### config.mk
export PLATFORM = sky130hd
export DESIGN_NAME = mul_div_unit
export DESIGN_NICKNAME = d
export VERILOG_FILES = /design/src/rtl/mul_div_unit.sv
export SDC_FILE = /design/constraint.sdc
export NUM_CORES = 1
export LEC_CHECK = 0
export BUFFER_PORTS_ARGS = -buffer_cell sky130_fd_sc_hd__buf_2
export CAP_MARGIN = 20
export CORE_MARGIN = 1
export CORE_UTILIZATION = 66
export CTS_BUF_LIST = sky130_fd_sc_hd__clkbuf_8
export CTS_CLUSTER_DIAMETER = 80
export DETAILED_ROUTE_END_ITERATION = 6
export GPL_TIMING_DRIVEN = 1
export PLACE_DENSITY = 0.95
export REMOVE_ABC_BUFFERS = 1
export SLEW_MARGIN = 20
export SYNTH_ARGS = -nofsm -noshare
export SYNTH_HDL_FRONTEND = slang
export SYNTH_SLANG_ARGS = --single-unit
export TNS_END_PERCENT = 5
### constraint.sdc
create_clock -name CLK -period 16 [get_ports CLK]
set_clock_uncertainty 0.15 [all_clocks]
set_input_delay 0.8 -clock CLK [delete_from_list [all_inputs] [get_ports CLK]]
set_output_delay 0.8 -clock CLK [all_outputs]
set_load 0.05 [all_outputs]
### src/rtl/mul_div_unit.sv
// mul_div_unit: iterative HI/LO engine for the EXE stage of the MIPS pipeline.
// Executes MULTU/MULT (shift-add) and DIVU/DIV (restoring shift-subtract) over
// WIDTH iterations, then applies the sign fix-up. Hi/Lo can also be written
// directly (MTHI/MTLO) whenever the engine is not busy.
// Ports:
//   CLK, RST         clock, asynchronous active-high reset
//   Start, Op, A, B  operation request (Op: 00 MULTU, 01 MULT, 10 DIVU, 11 DIV)
//   Flush            squash the in-flight operation
//   WE_Hi, WE_Lo, WD direct Hi/Lo writes (ignored while Busy)
//   Busy, Done       engine in RUN/FIX; one-cycle completion pulse
//   Div_By_Zero      pulses with Done when a divide had B=0 (Hi/Lo untouched)
//   Hi, Lo           product upper/lower half, or remainder/quotient
module mul_div_unit #(
  parameter int WIDTH = 32
) (
  input  logic             CLK,
  input  logic             RST,
  input  logic             Start,
  input  logic [1:0]       Op,
  input  logic [WIDTH-1:0] A,
  input  logic [WIDTH-1:0] B,
  input  logic             Flush,
  input  logic             WE_Hi,
  input  logic             WE_Lo,
  input  logic [WIDTH-1:0] WD,
  output logic             Busy,
  output logic             Done,
  output logic             Div_By_Zero,
  output logic [WIDTH-1:0] Hi,
  output logic [WIDTH-1:0] Lo
);

  localparam int CW = (WIDTH > 1) ? $clog2(WIDTH) : 1;
  localparam logic [CW-1:0] LAST = CW'(WIDTH - 1);
  localparam logic [WIDTH-1:0] ONE_W = WIDTH'(1);
  localparam logic [2*WIDTH-1:0] ONE_2W = (2*WIDTH)'(1);

  typedef enum logic [1:0] {
    IDLE = 2'd0,
    RUN  = 2'd1,
    FIX  = 2'd2,
    DONE = 2'd3
  } state_t;

  state_t state_r, state_s;

  logic [CW-1:0]    count_r;
  logic [WIDTH-1:0] acc_hi_r, acc_lo_r, opb_r;
  logic             is_div_r, neg_q_r, neg_r_r, zero_div_r;
  logic [WIDTH-1:0] hi_r, lo_r;
  logic             busy_r, done_r, dbz_r;

  logic             accept_s;
  logic             a_neg_s, b_neg_s;
  logic [WIDTH-1:0] a_abs_s, b_abs_s;
  logic [WIDTH:0]   mul_sum_s, div_sh_s, div_diff_s;
  logic [2*WIDTH-1:0] prod_s, prod_fix_s;
  logic [WIDTH-1:0] quo_fix_s, rem_fix_s, res_hi_s, res_lo_s;

  // A new operation may start only from a non-busy state, and Flush vetoes it.
  assign accept_s = Start & ~Flush & ((state_r == IDLE) | (state_r == DONE));

  // State register.
  always_ff @(posedge CLK or posedge RST) begin
    if (RST) state_r <= IDLE;
    else     state_r <= state_s;
  end

  // Next-state logic.
  always_comb begin
    state_s = state_r;
    case (state_r)
      IDLE: begin
        if (accept_s) state_s = RUN;
        else          state_s = IDLE;
      end
      RUN: begin
        if (Flush)                 state_s = IDLE;
        else if (count_r == LAST)  state_s = FIX;
        else                       state_s = RUN;
      end
      FIX: begin
        if (Flush) state_s = IDLE;
        else       state_s = DONE;
      end
      DONE: begin
        if (accept_s) state_s = RUN;
        else          state_s = IDLE;
      end
      default: state_s = IDLE;
    endcase
  end

  // Operand magnitudes; only signed ops (Op[0]) look at the sign bits.
  always_comb begin
    a_neg_s = Op[0] & A[WIDTH-1];
    b_neg_s = Op[0] & B[WIDTH-1];
    if (a_neg_s) a_abs_s = ~A + ONE_W;
    else         a_abs_s = A;
    if (b_neg_s) b_abs_s = ~B + ONE_W;
    else         b_abs_s = B;
  end

  // One iteration step for each engine, plus the final sign correction.
  always_comb begin
    // Multiply: add multiplicand when the current multiplier LSB is set;
    // the (WIDTH+1)-bit sum keeps the carry that shifts into the top of Hi.
    if (acc_lo_r[0]) mul_sum_s = {1'b0, acc_hi_r} + {1'b0, opb_r};
    else             mul_sum_s = {1'b0, acc_hi_r};
    // Divide: shift the next dividend bit into the partial remainder and
    // trial-subtract; a set MSB of the difference means "restore".
    div_sh_s   = {acc_hi_r, acc_lo_r[WIDTH-1]};
    div_diff_s = div_sh_s - {1'b0, opb_r};

    prod_s = {acc_hi_r, acc_lo_r};
    if (neg_q_r) prod_fix_s = ~prod_s + ONE_2W;
    else         prod_fix_s = prod_s;
    if (neg_q_r) quo_fix_s = ~acc_lo_r + ONE_W;
    else         quo_fix_s = acc_lo_r;
    if (neg_r_r) rem_fix_s = ~acc_hi_r + ONE_W;
    else         rem_fix_s = acc_hi_r;

    if (is_div_r) begin
      res_hi_s = rem_fix_s;
      res_lo_s = quo_fix_s;
    end else begin
      res_hi_s = prod_fix_s[2*WIDTH-1:WIDTH];
      res_lo_s = prod_fix_s[WIDTH-1:0];
    end
  end

  // Working registers: load on accept, iterate while in RUN.
  always_ff @(posedge CLK or posedge RST) begin
    if (RST) begin
      count_r    <= {CW{1'b0}};
      acc_hi_r   <= {WIDTH{1'b0}};
      acc_lo_r   <= {WIDTH{1'b0}};
      opb_r      <= {WIDTH{1'b0}};
      is_div_r   <= 1'b0;
      neg_q_r    <= 1'b0;
      neg_r_r    <= 1'b0;
      zero_div_r <= 1'b0;
    end else if (accept_s) begin
      count_r    <= {CW{1'b0}};
      acc_hi_r   <= {WIDTH{1'b0}};
      acc_lo_r   <= a_abs_s;
      opb_r      <= b_abs_s;
      is_div_r   <= Op[1];
      neg_q_r    <= a_neg_s ^ b_neg_s;
      neg_r_r    <= a_neg_s;
      zero_div_r <= Op[1] & (B == {WIDTH{1'b0}});
    end else if (state_r == RUN) begin
      count_r <= count_r + CW'(1);
      if (is_div_r) begin
        if (div_diff_s[WIDTH]) begin
          acc_hi_r <= div_sh_s[WIDTH-1:0];
          acc_lo_r <= {acc_lo_r[WIDTH-2:0], 1'b0};
        end else begin
          acc_hi_r <= div_diff_s[WIDTH-1:0];
          acc_lo_r <= {acc_lo_r[WIDTH-2:0], 1'b1};
        end
      end else begin
        acc_hi_r <= mul_sum_s[WIDTH:1];
        acc_lo_r <= {mul_sum_s[0], acc_lo_r[WIDTH-1:1]};
      end
    end
  end

  // Architectural Hi/Lo: result write on FIX->DONE, direct writes when not busy.
  always_ff @(posedge CLK or posedge RST) begin
    if (RST) begin
      hi_r <= {WIDTH{1'b0}};
      lo_r <= {WIDTH{1'b0}};
    end else if ((state_r == FIX) && !Flush && !zero_div_r) begin
      hi_r <= res_hi_s;
      lo_r <= res_lo_s;
    end else if (!busy_r) begin
      if (WE_Hi) hi_r <= WD;
      if (WE_Lo) lo_r <= WD;
    end
  end

  // Status outputs registered from the next state so they track it exactly.
  always_ff @(posedge CLK or posedge RST) begin
    if (RST) begin
      busy_r <= 1'b0;
      done_r <= 1'b0;
      dbz_r  <= 1'b0;
    end else begin
      busy_r <= (state_s == RUN) | (state_s == FIX);
      done_r <= (state_s == DONE);
      dbz_r  <= (state_s == DONE) & zero_div_r;
    end
  end

  assign Busy        = busy_r;
  assign Done        = done_r;
  assign Div_By_Zero = dbz_r;
  assign Hi          = hi_r;
  assign Lo          = lo_r;

endmodule

==> flow_metrics.env <==
export IMPL_cts_root_buf="clkbuf_8"
export IMPL_vias_per_cell=6.84
export IMPL_dieHeight_um=151
export IMPL_endpoint_kind="flip-flop"
export IMPL_drt_antenna_violating_nets=0
export IMPL_cts_resized_gates=0
export IMPL_ys_types=76
export IMPL_timing_hold_ws_ns=0.355
export IMPL_pin_count=171
export IMPL_synth_seq_cells=174
export IMPL_crit_type="flip-flop to flip-flop"
export IMPL_synthXorXnorAreaFrac_pct=10.6
export IMPL_start_util_pct=67.3
export IMPL_cp_start_kind="flip-flop"
export IMPL_p_leak_uw=0.00705
export IMPL_worstPathMaxFanout=38
export IMPL_synth_edf_count=0
export IMPL_p_per_area_nw_per_um2=182
export IMPL_die_width_um=151
export IMPL_final_nets=2078
export IMPL_firstDrtPassIters=6
export IMPL_reg2regPathDepth=12
export IMPL_numClockSinks=174
export IMPL_cts_made_buffers=17
export IMPL_num_rows=54
export IMPL_fin_util_pct=73.5
export IMPL_synth_compound_gate_area_share_pct=24.7
export IMPL_grt_start_max_net_pins=129
export IMPL_post_route_drc_count=0
export IMPL_holdCritPathClass="primary input to asynchronous set/reset pin"
export IMPL_clock_path_buffers=2
export IMPL_slew_headroom_pct=22.8
export IMPL_setup_viol=0
export IMPL_dpl_hpwl_um=32100
export IMPL_cpLargestDelayFamily="compound AO/OA/AOI/OAI gates"
export IMPL_core_area_um2=21800
export IMPL_hold_viol=0
export IMPL_yosys_most_used_dff="dfrtp_1"
export IMPL_clock_latency_ns=0.51
export IMPL_grt_pass1_wl_um=70300
export IMPL_synthSimpleGateAreaFrac_pct=17.0
export IMPL_synthToLayoutAreaGrowth_pct=9.20
export IMPL_path_cells="inv_1 > ha_1 > fa_1 > nand2b_1 > a21oi_1 > o2111ai_1 > a31oi_1 > a31oi_1 > xnor2_2 > buf_4 > mux2_2 > a221o_1"
export IMPL_hold_buffers=0
export IMPL_postCtsSetupBuffers=0
export IMPL_synth_fa_ha_area_share_pct=6.49
export IMPL_ys_seq_area_share_pct=29.7
export IMPL_worstPathRequired_ns=16.25
export IMPL_avgSynthCellArea_um2=8.17
export IMPL_vdd_ir_drop_max_uv=105
export IMPL_period_needed_ns=4.28
export IMPL_grt_overflow=0
export IMPL_grt_usage_pct=39.3
export IMPL_syn_area_um2=14700
export IMPL_synth_top_family_by_area="compound AO/OA/AOI/OAI gates"
export IMPL_wl_per_cell_um=20.3
export IMPL_async_flop_share_pct=100
export IMPL_crit_buf_inv=2
export IMPL_synthMuxAreaShare_pct=7.14
export IMPL_htree_levels=4
export IMPL_rsz0062_at_grt="no"
export IMPL_final_area_um2=16000
export IMPL_wirelength_um=44500
export IMPL_critPathMaxStageDelay_ns=0.46
export IMPL_synthCells=1796
export IMPL_port_buffers=170
export IMPL_crit_top_cell="a31oi_1"
export IMPL_maxCapViolations=0
export IMPL_tightest_slew_ns=1.16
export IMPL_dpl_cell_area_um2=15600
export IMPL_gp_congestion=1.03
export IMPL_post_route_period_util_pct=26.8
export IMPL_first_iter_violations=1833
export IMPL_max_freq_mhz=234
export IMPL_cts_tree="yes"
export IMPL_n_antenna_cell=0
export IMPL_vias=14988
export IMPL_antenna_found_initial=1
export IMPL_status="completed"
export IMPL_post_route_cells_drive_above_1_share_pct=13.4
export IMPL_path_depth=12
export IMPL_ys_warn_count=0
export IMPL_setup_tns_ns=0
export IMPL_dieArea_um2=22800
export IMPL_drv_slew=0
export IMPL_clkTransAtPathRegs_ns=0.11
export IMPL_grt_pass1_vias=13964
export IMPL_cp_slowest_cell="dfrtp_1"
export IMPL_crit_arrival_ns=4.53
## stage by stage
step | instances | worst slack (ns) | power [uW]
finish | 2192 | 11.72 | 2920
global route | 2192 | 11.59 | 3080
global placement | 2159 | 12.19 | 2460
detailed placement | 2159 | 11.94 | 2530
CTS | 2191 | 11.86 | 2850
floorplan | 1695 | 7.89 | 2060
## cell families (layout without fill, tap and decap cells)
family | after synthesis | in the layout
AOI/OAI and AO/OA | 586 | 586
and+or+nand+nor | 511 | 511
xor gates and xnor gates | 177 | 177
DFF | 174 | 174
buffers and inverters | 169 | 285
muxes | 104 | 104
adders and majority gates | 75 | 75
## flip-flops by register name, indices dropped and copies added (netlist names), 2 cells and up
name and cells:
acc_hi_r 32, state_r 2, Lo 32, acc_lo_r 32, opb_r 32, Hi 32
count_r 5
## synthesized netlist by cell type (4+ instances only)
master	number	area share (%)
and3_1	9	0.38
o21ai_0	192	6.5
nand3b_1	6	0.31
nor4_1	13	0.55
a311oi_1	4	0.24
xor2_1	79	4.7
xnor2_1	98	5.8
a21o_1	26	1.3
a221o_1	4	0.27
o21ai_1	7	0.24
mux2_2	6	0.46
dfrtp_1	174	30
nor3b_1	4	0.20
nor2_1	95	2.4
buf_1	19	0.49
clkbuf_1	77	2.0
a211o_1	5	0.30
o31ai_1	26	1.3
nand2_1	207	5.3
buf_2	4	0.14
a32o_1	4	0.27
and2_1	23	0.98
nand2b_1	21	0.89
a31oi_1	21	0.89
o41ai_1	14	0.84
a41oi_1	5	0.30
o21bai_1	5	0.26
nor3_1	29	0.99
a211oi_1	39	2.0
inv_1	65	1.7
nand4_1	7	0.30
or4_1	18	0.92
o211ai_1	45	2.3
a22oi_1	5	0.26
a22o_1	4	0.24
mux2i_1	98	6.7
a21oi_1	144	4.9
ha_1	73	6.2
nor2b_1	22	0.94
nand3_1	24	0.82
o21a_1	6	0.31
or3_1	10	0.43
## final cells by class
cell class	count	area (um^2)
Tap cell	280	350
Clock inverter	14	130
Inverter	68	260
Clock buffer	18	248
Sequential cell	174	4360
Timing Repair Buffer	185	980
Fill cell	1568	5790
Multi-Input combinational cell	1453	9710
## worst register-to-register path: cells and delay by family (launching register included)
| family | cells | cell delay, ns |
|---|---|---|
| flip-flops | 1 | 0.46 |
| AND/OR/NAND/NOR | 1 | 0.20 |
| XOR/XNOR | 1 | 0.21 |
| AO/OA/AOI/OAI | 5 | 1.57 |
| multiplexers | 1 | 0.40 |
| adder cells (fa/ha/maj) | 2 | 0.64 |
| buffers and inverters | 2 | 0.54 |
## path summary, 6_finish.rpt
path / startpoint / endpoint / slack [ns]
max: acc_lo_r[31] / acc_hi_r[26] / 11.72
min: RST / Lo[23] / 0.35
max reg2reg: acc_lo_r[31] / acc_hi_r[26] / 11.72
min reg2reg: opb_r[10] / opb_r[10] / 0.39
max in group asynchronous: RST / acc_hi_r[7] / 13.77
min in group CLK: Flush / state_r[1] / 0.37
## routing by layer
metal	global-route usage (%)	wire [um]	up-vias
li1	-	-	6712
met1	50.1	17100	7072
met2	64.2	21100	987
met3	6.20	4100	217
met4	20.8	2200	0
met5	0	0	-
## power breakdown
| part | switching [uW] | internal [uW] | total [uW] |
|---|---|---|---|
| Clock | 198 | 118 | 316 |
| Sequential | 223 | 565 | 788 |
| Combinational | 1120 | 688 | 1810 |
| Total | 1540 | 1370 | 2920 |
## cells in the final DEF, fill, tap and decap left out, types with 23 or more instances in the layout
cell type / instances
buf_2: 170
mux2i_1: 98
nor2_1: 95
o21ai_0: 192
nor3_1: 29
xnor2_1: 97
and2_1: 23
a211oi_1: 39
ha_1: 72
a21o_1: 26
dfrtp_1: 173
o211ai_1: 45
inv_1: 65
xor2_1: 79
a21oi_1: 144
o31ai_1: 26
nand3_1: 24
nand2_1: 207
Power figures use the tool's default switching activity.
